`src/rtl/i2c_seq_pkg.sv`:
```
// rtl/i2c_seq_pkg.sv - opcodes, states, command field layout and byte helpers for i2c_cmd_sequencer
package i2c_seq_pkg;

    typedef enum logic [1:0] {
        OP_WR3  = 2'd0,
        OP_WR2  = 2'd1,
        OP_WAIT = 2'd2,
        OP_END  = 2'd3
    } op_e;

    typedef enum logic [2:0] {
        ST_IDLE  = 3'd0,
        ST_FETCH = 3'd1,
        ST_LOAD  = 3'd2,
        ST_XFER  = 3'd3,
        ST_GAP   = 3'd4,
        ST_DLY   = 3'd5,
        ST_DONE  = 3'd6,
        ST_ERROR = 3'd7
    } state_e;

    localparam int OP_HI   = 31;
    localparam int OP_LO   = 30;
    localparam int DEV_HI  = 29;
    localparam int DEV_LO  = 23;
    localparam int REG_HI  = 15;
    localparam int REG_LO  = 8;
    localparam int DAT_HI  = 7;
    localparam int DAT_LO  = 0;
    localparam int WAIT_HI = 23;
    localparam int WAIT_LO = 0;

    localparam int WAIT_PRESCALE = 256;

    typedef struct packed {
        op_e        op;
        logic [6:0] dev;
        logic [7:0] regAdr;
        logic [7:0] data;
    } cmd_t;

    // Byte 0 is always the device address with the write bit appended
    function automatic logic [7:0] cmdByte(input cmd_t c, input logic [1:0] idx);
        logic [7:0] b;
        case (idx)
            2'd0:    b = {c.dev, 1'b0};
            2'd1:    b = (c.op == OP_WR3) ? c.regAdr : c.data;
            default: b = c.data;
        endcase
        return b;
    endfunction

    function automatic logic [7:0] cmdLen(input op_e op);
        return (op == OP_WR3) ? 8'd3 : 8'd2;
    endfunction

endpackage

```
`src/rtl/i2c_cke_div.sv`:
```
// rtl/i2c_cke_div.sv - free-running divider producing the one-cycle SCL-rate enable
module i2c_cke_div #(
    parameter int pDivMax = 250
) (
    input  logic iSysClk,
    input  logic iSysRst,
    output logic oDivCke
);

    localparam int CW = (pDivMax > 1) ? $clog2(pDivMax) : 1;
    localparam logic [CW-1:0] LAST = CW'(pDivMax - 1);

    logic [CW-1:0] cntQ;

    always_ff @(posedge iSysClk or negedge iSysRst) begin
        if (!iSysRst)
            cntQ <= '0;
        else if (cntQ == LAST)
            cntQ <= '0;
        else
            cntQ <= cntQ + CW'(1);
    end

    assign oDivCke = (cntQ == LAST);

endmodule

```
`src/rtl/i2c_cmd_sequencer.sv`:
```
// rtl/i2c_cmd_sequencer.sv - ROM-driven I2C master sequencer; watchdog/retry under I2C_CMD_SEQUENCER_WDT_EN
module i2c_cmd_sequencer
    import i2c_seq_pkg::*;
#(
    parameter int pDivMax = 250,
    parameter int pCmdAw  = 6,
    parameter int pGapCyc = 150
`ifdef I2C_CMD_SEQUENCER_WDT_EN
   ,parameter int pWdtMax   = 65535,
    parameter int pRetryMax = 3
`endif
) (
    input  logic              iSysClk,
    input  logic              iSysRst,
    input  logic              iStart,
    output logic              oBusy,
    output logic              oDone,
    output logic              oErr,
    output logic [pCmdAw-1:0] oCmdAdrs,
    input  logic [31:0]       iCmdData,
    output logic              oDivCke,
    output logic              oI2CEn,
    output logic              oTriState,
    output logic [7:0]        oI2CSend,
    output logic [7:0]        oI2CBufLen,
    input  logic              iI2CByteVd,
    input  logic              iI2CBufVd
);

    // The FETCH and LOAD of the next command complete the bus-free time
    localparam int GAP_CYC = (pGapCyc > 3) ? pGapCyc - 2 : 1;
    localparam int GW      = (GAP_CYC > 1) ? $clog2(GAP_CYC) : 1;
    localparam logic [GW-1:0] GAP_LOAD = GW'(GAP_CYC - 1);
    localparam int WAIT_SHIFT = $clog2(WAIT_PRESCALE);

    state_e            stateQ, stateD;
    logic [pCmdAw-1:0] addrQ, addrD;
    cmd_t              cmdQ, cmdD, romCmd;
    logic [1:0]        idxQ, idxD, nextIdx;
    logic [7:0]        sendQ, sendD, lenQ, lenD;
    logic [31:0]       dlyQ, dlyD;
    logic [GW-1:0]     gapQ, gapD;

`ifdef I2C_CMD_SEQUENCER_WDT_EN
    localparam int WW = $clog2(pWdtMax + 1);
    localparam int RW = $clog2(pRetryMax + 2);
    logic [WW-1:0] wdtQ, wdtD;
    logic [RW-1:0] retryQ, retryD;
    logic          againQ, againD, errQ, errD;
`endif

    i2c_cke_div #(.pDivMax(pDivMax)) uCkeDiv (
        .iSysClk (iSysClk),
        .iSysRst (iSysRst),
        .oDivCke (oDivCke)
    );

    assign romCmd = '{op:     op_e'(iCmdData[OP_HI:OP_LO]),
                      dev:    iCmdData[DEV_HI:DEV_LO],
                      regAdr: iCmdData[REG_HI:REG_LO],
                      data:   iCmdData[DAT_HI:DAT_LO]};

    always_ff @(posedge iSysClk or negedge iSysRst) begin
        if (!iSysRst) begin
            stateQ <= ST_IDLE;
            addrQ  <= '0;
            cmdQ   <= '0;
            idxQ   <= '0;
            sendQ  <= '0;
            lenQ   <= '0;
            dlyQ   <= '0;
            gapQ   <= '0;
`ifdef I2C_CMD_SEQUENCER_WDT_EN
            wdtQ   <= '0;
            retryQ <= '0;
            againQ <= 1'b0;
            errQ   <= 1'b0;
`endif
        end else begin
            stateQ <= stateD;
            addrQ  <= addrD;
            cmdQ   <= cmdD;
            idxQ   <= idxD;
            sendQ  <= sendD;
            lenQ   <= lenD;
            dlyQ   <= dlyD;
            gapQ   <= gapD;
`ifdef I2C_CMD_SEQUENCER_WDT_EN
            wdtQ   <= wdtD;
            retryQ <= retryD;
            againQ <= againD;
            errQ   <= errD;
`endif
        end
    end

    always_comb begin
        stateD  = stateQ;
        addrD   = addrQ;
        cmdD    = cmdQ;
        idxD    = idxQ;
        sendD   = sendQ;
        lenD    = lenQ;
        dlyD    = dlyQ;
        gapD    = gapQ;
        nextIdx = idxQ + 2'd1;
`ifdef I2C_CMD_SEQUENCER_WDT_EN
        wdtD    = wdtQ;
        retryD  = retryQ;
        againD  = againQ;
        errD    = errQ;
`endif
        case (stateQ)
            ST_IDLE: begin
                if (iStart) begin
                    stateD = ST_FETCH;
                    addrD  = '0;
`ifdef I2C_CMD_SEQUENCER_WDT_EN
                    retryD = '0;
                    againD = 1'b0;
                    errD   = 1'b0;
`endif
                end
            end
            ST_FETCH: stateD = ST_LOAD;
            ST_LOAD: begin
                cmdD = romCmd;
                case (romCmd.op)
                    OP_WR3, OP_WR2: begin
                        idxD   = '0;
                        sendD  = cmdByte(romCmd, 2'd0);
                        lenD   = cmdLen(romCmd.op);
                        stateD = ST_XFER;
`ifdef I2C_CMD_SEQUENCER_WDT_EN
                        wdtD   = '0;
`endif
                    end
                    OP_WAIT: begin
                        dlyD   = 32'(iCmdData[WAIT_HI:WAIT_LO]) << WAIT_SHIFT;
                        stateD = ST_DLY;
                    end
                    default: stateD = ST_DONE;
                endcase
            end
            ST_XFER: begin
`ifdef I2C_CMD_SEQUENCER_WDT_EN
                wdtD = wdtQ + WW'(1);
`endif
                if (iI2CBufVd) begin
                    stateD = ST_GAP;
                    gapD   = GAP_LOAD;
                end
`ifdef I2C_CMD_SEQUENCER_WDT_EN
                else if (wdtQ == WW'(pWdtMax - 1)) begin
                    if (retryQ == RW'(pRetryMax)) begin
                        stateD = ST_ERROR;
                        errD   = 1'b1;
                    end else begin
                        stateD = ST_GAP;
                        gapD   = GAP_LOAD;
                        retryD = retryQ + RW'(1);
                        againD = 1'b1;
                    end
                end
`endif
                else if (iI2CByteVd && (8'(nextIdx) < lenQ)) begin
                    idxD  = nextIdx;
                    sendD = cmdByte(cmdQ, nextIdx);
                end
            end
            ST_GAP: begin
                if (gapQ == '0) begin
                    stateD = ST_FETCH;
`ifdef I2C_CMD_SEQUENCER_WDT_EN
                    // A timed-out command is refetched from the same address
                    if (againQ) begin
                        againD = 1'b0;
                    end else begin
                        addrD  = addrQ + pCmdAw'(1);
                        retryD = '0;
                    end
`else
                    addrD  = addrQ + pCmdAw'(1);
`endif
                end else begin
                    gapD = gapQ - GW'(1);
                end
            end
            ST_DLY: begin
                if (dlyQ == '0) begin
                    stateD = ST_FETCH;
                    addrD  = addrQ + pCmdAw'(1);
`ifdef I2C_CMD_SEQUENCER_WDT_EN
                    retryD = '0;
`endif
                end else begin
                    dlyD = dlyQ - 32'd1;
                end
            end
            ST_DONE:  stateD = ST_IDLE;
            ST_ERROR: stateD = ST_IDLE;
            default:  stateD = ST_IDLE;
        endcase
    end

    assign oCmdAdrs   = addrQ;
    assign oI2CSend   = sendQ;
    assign oI2CBufLen = lenQ;
    assign oTriState  = 1'b0;
    assign oI2CEn     = (stateQ == ST_XFER);
    assign oDone      = (stateQ == ST_DONE);
    assign oBusy      = !(stateQ inside {ST_IDLE, ST_DONE, ST_ERROR});
`ifdef I2C_CMD_SEQUENCER_WDT_EN
    assign oErr       = errQ;
`else
    assign oErr       = 1'b0;
`endif

endmodule

```
`config.mk`:
```
export PLATFORM = sky130hd
export DESIGN_NAME = i2c_cmd_sequencer
export DESIGN_NICKNAME = d
export VERILOG_FILES = /design/src/rtl/i2c_seq_pkg.sv /design/src/rtl/i2c_cke_div.sv /design/src/rtl/i2c_cmd_sequencer.sv
export SDC_FILE = /design/constraint.sdc
export NUM_CORES = 1
export LEC_CHECK = 0
export ABC_AREA = 1
export CAP_MARGIN = 10
export CORE_MARGIN = 2
export CORE_UTILIZATION = 33
export DETAILED_ROUTE_END_ITERATION = 12
export PLACE_DENSITY = 0.64
export SETUP_SLACK_MARGIN = 0.05
export SLEW_MARGIN = 25
export SYNTH_ARGS = -nofsm -noshare
export SYNTH_HDL_FRONTEND = slang
export SYNTH_SLANG_ARGS = --single-unit
export TNS_END_PERCENT = 10
```
`constraint.sdc`:
```
create_clock -name iSysClk -period 2.7 [get_ports iSysClk]
set_clock_uncertainty 0.05 [all_clocks]
set_input_delay 0.54 -clock iSysClk [delete_from_list [all_inputs] [get_ports iSysClk]]
set_output_delay 0.54 -clock iSysClk [all_outputs]
set_load 0.01 [all_outputs]
```
Word level (Yosys, flattened, before mapping) --
Index checks and enable logic that the tools add are counted.
Word-level totals: output and inout bits 28, flip-flop bits (word level) 100
Cells by class: reduce and logical (&&, ||, !) cells 21, $lt $le $gt $ge 1, mux-type cells 28, $add $sub $neg 5, equal/unequal tests 21
Operator list (number):
- $mux W32 | 2
- $pmux W32 S2 | 1
- $mux W8 | 7
- $pmux W8 S2 | 3
- $logic_not A32 Y1 | 1
- $sub A32 B1 Y32 const B | 1
- $pmux W3 S7 | 1
- $mux W6 | 3
- $pmux W6 S3 | 1
- $ne A2 B2 Y1 const B | 8
- $eq A3 B3 Y1 const B | 4
- $mux W3 | 4
- $reduce_and A4 Y1 | 3
- $add A8 B1 Y8 const B | 1
- $eq A8 B8 Y1 const B | 1
- $logic_not A8 Y1 | 1
- $lt A2 B8 Y1 | 1
- $sub A8 B1 Y8 const B | 1
- $add A6 B1 Y6 const B | 1
- $eq A3 B2 Y1 const B | 2
- $logic_not A2 Y1 | 3
- $mux W2 | 3
- $pmux W3 S2 | 1
- $reduce_and A3 Y1 | 2
- 14 further kinds | 20

Depth between registers and ports, before layout --
depth after elaboration 6, gate-level depth with buffers 12, depth with buffers taken out 12

By module --
From an unflattened synthesis, not the netlist that was laid out.
Second synthesis, totals: cells, all modules 813, area total of the unflattened synthesis 5683.0 um^2
Modules (own cells, without submodules):
- i2c_cmd_sequencer | cells each 763, area an instance 5242.5 um^2, instances 1
- i2c_cke_div | cells each 50, area an instance 440.4 um^2, instances 1

Worst setup path after synthesis --
No wires, ideal clock.
path type reg-to-reg, start register dlyQ[0], end register dlyQ[3], arrival time 1.758 ns, path slack 0.775 ns, path buffers 1, library setup time 0.116 ns, cell stages (with the launch flop) 13, data required time 2.534 ns, path through dfrtp_1 inv_1 ha_1 nand3_1 nor2_1 nand2_1 o21ai_2 nand2_1 nand2_4 inv_4 buf_6 nand2_1 nand2_1
On the way: cells in the longest elaborated chain, start to end 3
RTL lines:
- start, declared | line i2c_cmd_sequencer.sv:41 | logic [31:0] dlyQ, dlyD;
- start signal, assigned | line i2c_cmd_sequencer.sv:86 | dlyQ <= dlyD;
- $sub A32 B1 Y32 or $logic_not A32 Y1 (tied branches) | line i2c_cmd_sequencer.sv:197, i2c_cmd_sequencer.sv:190
- $mux W32 or $ne A2 B2 Y1 (tied branches)
- $pmux W32 S2 or $reduce_and A3 Y1 (tied branches)
Parallel ways exist; a longest one is shown, timed or not. The select of a mux whose other input is x is not followed. A chain may end at the register's enable or synchronous reset.

Worst setup path after layout --
start register stateQ[2], end output port oBusy
On the way: cells in the longest elaborated chain, start to end 3
RTL lines:
- start, declared | line i2c_cmd_sequencer.sv:36 | state_e stateQ, stateD;
- start signal, assigned | line i2c_cmd_sequencer.sv:80 | stateQ <= stateD;
- $eq A3 B3 Y1 or $logic_not A3 Y1 (tied branches) | line i2c_cmd_sequencer.sv:212 | assign oBusy = !(stateQ inside {ST_IDLE, ST_DONE, ST_ERROR});
- $reduce_bool A3 Y1 * | line i2c_cmd_sequencer.sv:212
- $logic_not A1 Y1 * | line i2c_cmd_sequencer.sv:212
- end, declared | line i2c_cmd_sequencer.sv:16 | output logic oBusy,
Every way passes the cells marked *; elsewhere a longest branch is shown, timed or not.

==> impl_metrics.env <==
export IMPL_dieArea_um2=18000
export IMPL_routedWlPerCell_um=13.3
export IMPL_worst_pin_slew_ps=529
export IMPL_pre_cts_slack_ps=293
export IMPL_io_pins=65
export IMPL_synth_cell_type_count=42
export IMPL_hold_viol=0
export IMPL_netlist_area_um2=5580
export IMPL_gr_usage_met1_pct=22.5
export IMPL_ys_seq_area_share_pct=42.2
export IMPL_syn_instance_count=805
export IMPL_critPathMaxFanout=9
export IMPL_worstSkewPairLatency_ps=350
export IMPL_status="finished, final reports clean"
export IMPL_nets=906
export IMPL_cts_buffers=9
export IMPL_path_clk_slew_ps=70
export IMPL_num_rows=47
export IMPL_met2_usage_pct=28.5
export IMPL_initial_core_util_pct=33.7
export IMPL_num_vias=5140
export IMPL_placed_area_um2=6350
export IMPL_wl_mm=14.5
export IMPL_finalInstanceArea_um2=6690
export IMPL_htree_num_levels=3
export IMPL_grt_max_degree=46
export IMPL_setup_ws_ps=263
export IMPL_drv_cap=0
export IMPL_power_density_nw_per_um2=1160
export IMPL_syn_avg_cell_area_um2=6.93
export IMPL_via_per_inst=4.74
export IMPL_ant_nets=0
export IMPL_coreArea_um2=16500
export IMPL_grt_pass1_wl_mm=24.4
export IMPL_dieWidth_um=134
export IMPL_grt_util_met3_pct=3.93
export IMPL_numPortBuffers=56
export IMPL_area_growth_syn_to_layout_pct=19.9
export IMPL_setup_violations_final=0
export IMPL_cts_sinks=94
export IMPL_yosys_warnings=0
export IMPL_gp_congestion=0.911
export IMPL_min_path_type="in -> async"
export IMPL_drv_slew=0
export IMPL_max_vdd_ir_drop_mv=0.465
export IMPL_hold_buffers=0
export IMPL_post_cts_resized=0
export IMPL_overflow=0
export IMPL_tns_ps=0
export IMPL_max_freq_ghz=0.410
export IMPL_diodes=0
export IMPL_total_power_uw=7770
export IMPL_period_minus_slack_ps=2440
export IMPL_busiest_layer="met2"
export IMPL_relSlewSlack_pct=64.6
export IMPL_synth_edf_count=0
export IMPL_end_kind="output port"
export IMPL_p_leak_uw=0.00328
export IMPL_worstSetupStartpointType="register"
export IMPL_post_cts_buffers=0
export IMPL_die_y_um=134
export IMPL_drtIter0Drc=294
export IMPL_first_global_vias=4861
export IMPL_critPathKind="reg -> out"
export IMPL_required_ps=2110
export IMPL_root_buffer="clkbuf_16"
export IMPL_rsz0062_at_grt="no"
export IMPL_antenna_found_initial=0
export IMPL_firstDrtPassIters=5
export IMPL_cp_arrival_ps=1850
export IMPL_yosys_register_bits=94
export IMPL_grt_use_total_pct=17.1
export IMPL_async_reset_ff_share_pct=100
export IMPL_drive_above_1_share_pct=5.43
export IMPL_clock_path_buffers=2
export IMPL_synth_flop_cell="dfrtp_1"
export IMPL_dpl_hpwl_mm=10.8
export IMPL_period_share_pct=90.3
export IMPL_cts_tree="built"
export IMPL_route_detailed_drc=0
export IMPL_fill_cells=1739
[registers in the layout (all words and copies together) (netlist names)]
name          cells
dlyQ             32
cmdQ             25
gapQ              8
oI2CSend          8
uCkeDiv.cntQ      8
oCmdAdrs          6
stateQ            3
idxQ              2
oI2CBufLen        2
[path summary, 6_finish.rpt]
kind / startpoint / to / slack [ps] / depth (start not counted)
min: iSysRst / uCkeDiv.cntQ[6]$_DFF_PN0_ / 50 / 1
max in group asynchronous: iSysRst / dlyQ[30]$_DFFE_PN0P_ / 1860 / 2
min reg2reg: cmdQ[23]$_DFFE_PN0P_ / cmdQ[23]$_DFFE_PN0P_ / 430 / 2
min in group iSysClk: cmdQ[23]$_DFFE_PN0P_ / cmdQ[23]$_DFFE_PN0P_ / 430 / 2
max reg2reg: dlyQ[0]$_DFFE_PN0P_ / dlyQ[10]$_DFFE_PN0P_ / 270 / 10
max: stateQ[2]$_DFFE_PN0P_ / oBusy / 260 / 4
[cells in the mapped netlist, drive strengths merged, types with 7 or more instances]
cell / instances / area, um2
clkbuf: 11 / 41.3
o21bai: 7 / 52.6
o21ai: 48 / 248
xor2: 9 / 78.8
nand3: 47 / 235
dfrtp: 94 / 2350
a21oi: 9 / 45.0
inv: 67 / 254
ha: 9 / 113
o22ai: 7 / 43.8
nor2: 105 / 409
nor3: 8 / 51.3
o221ai: 7 / 61.3
buf: 18 / 135
nand2: 332 / 1260
[per-stage QoR]
step | utilization (%) | cells | hold WS [ps]
detailed placement | 38.4 | 1069 | 409
global route | 40.5 | 1085 | 60.0
CTS | 40.5 | 1085 | 52.6
global placement | 38.4 | 1069 | 404
floorplan | - | 812 | 194
finish | 40.5 | 1085 | 48.9
[critical path: stages (launching register included)]
cell             delay, ps
dfrtp_1                440
inv_1                  130
nor2_4                 220
o21bai_1               150
clkdlybuf4s50_1        550
[layer usage]
metal	share of wire [%]	wire (um)	vias to the layer above
met1	47	6770	2340
met5	0	0	-
li1	-	-	2649
met2	46	6730	132
met3	5.3	771	19
met4	1.4	199	0
[cell families after synthesis]
group | synth area share, %
buffers and inverters | 7.81
AND/OR/NAND/NOR | 37.0
adder cells (fa/ha/maj) | 2.02
flip-flops | 42.2
other | 0.0672
multiplexers | 0.180
XOR/XNOR | 1.73
AO/OA/AOI/OAI | 9.02
[cell usage in the layout, fill, tap and decap left out, types with 8 or more instances in the layout]
master,instances
clkdlybuf4s50_1,55
xor2_1,9
ha_1,9
nand2_1,328
o21ai_1,9
nand3_1,47
nor2_1,101
o21ai_0,37
conb_1,8
buf_4,10
a21oi_1,9
inv_1,62
dfrtp_1,94
clkbuf_16,9
[final cells by class]
| cell class | instances | area, um2 | share of cell area (%) |
|---|---|---|---|
| Clock buffer | 10 | 239 | 3.57 |
| Clock inverter | 6 | 100 | 1.50 |
| Inverter | 68 | 259 | 3.87 |
| Multi-Input combinational cell | 621 | 2820 | 42.1 |
| Sequential cell | 94 | 2350 | 35.2 |
| Tap cell | 220 | 275 | 4.12 |
| Timing Repair Buffer | 66 | 646 | 9.66 |
[report_power, final]
part	total [uW]	internal (uW)	switching [uW]	leakage [uW]
logic	3760	1350	2410	0.00194
clock network	1450	855	595	0.000167
registers	2560	1990	572	0.00117
total	7770	4190	3580	0.00328
Power figures use the tool's default switching activity.
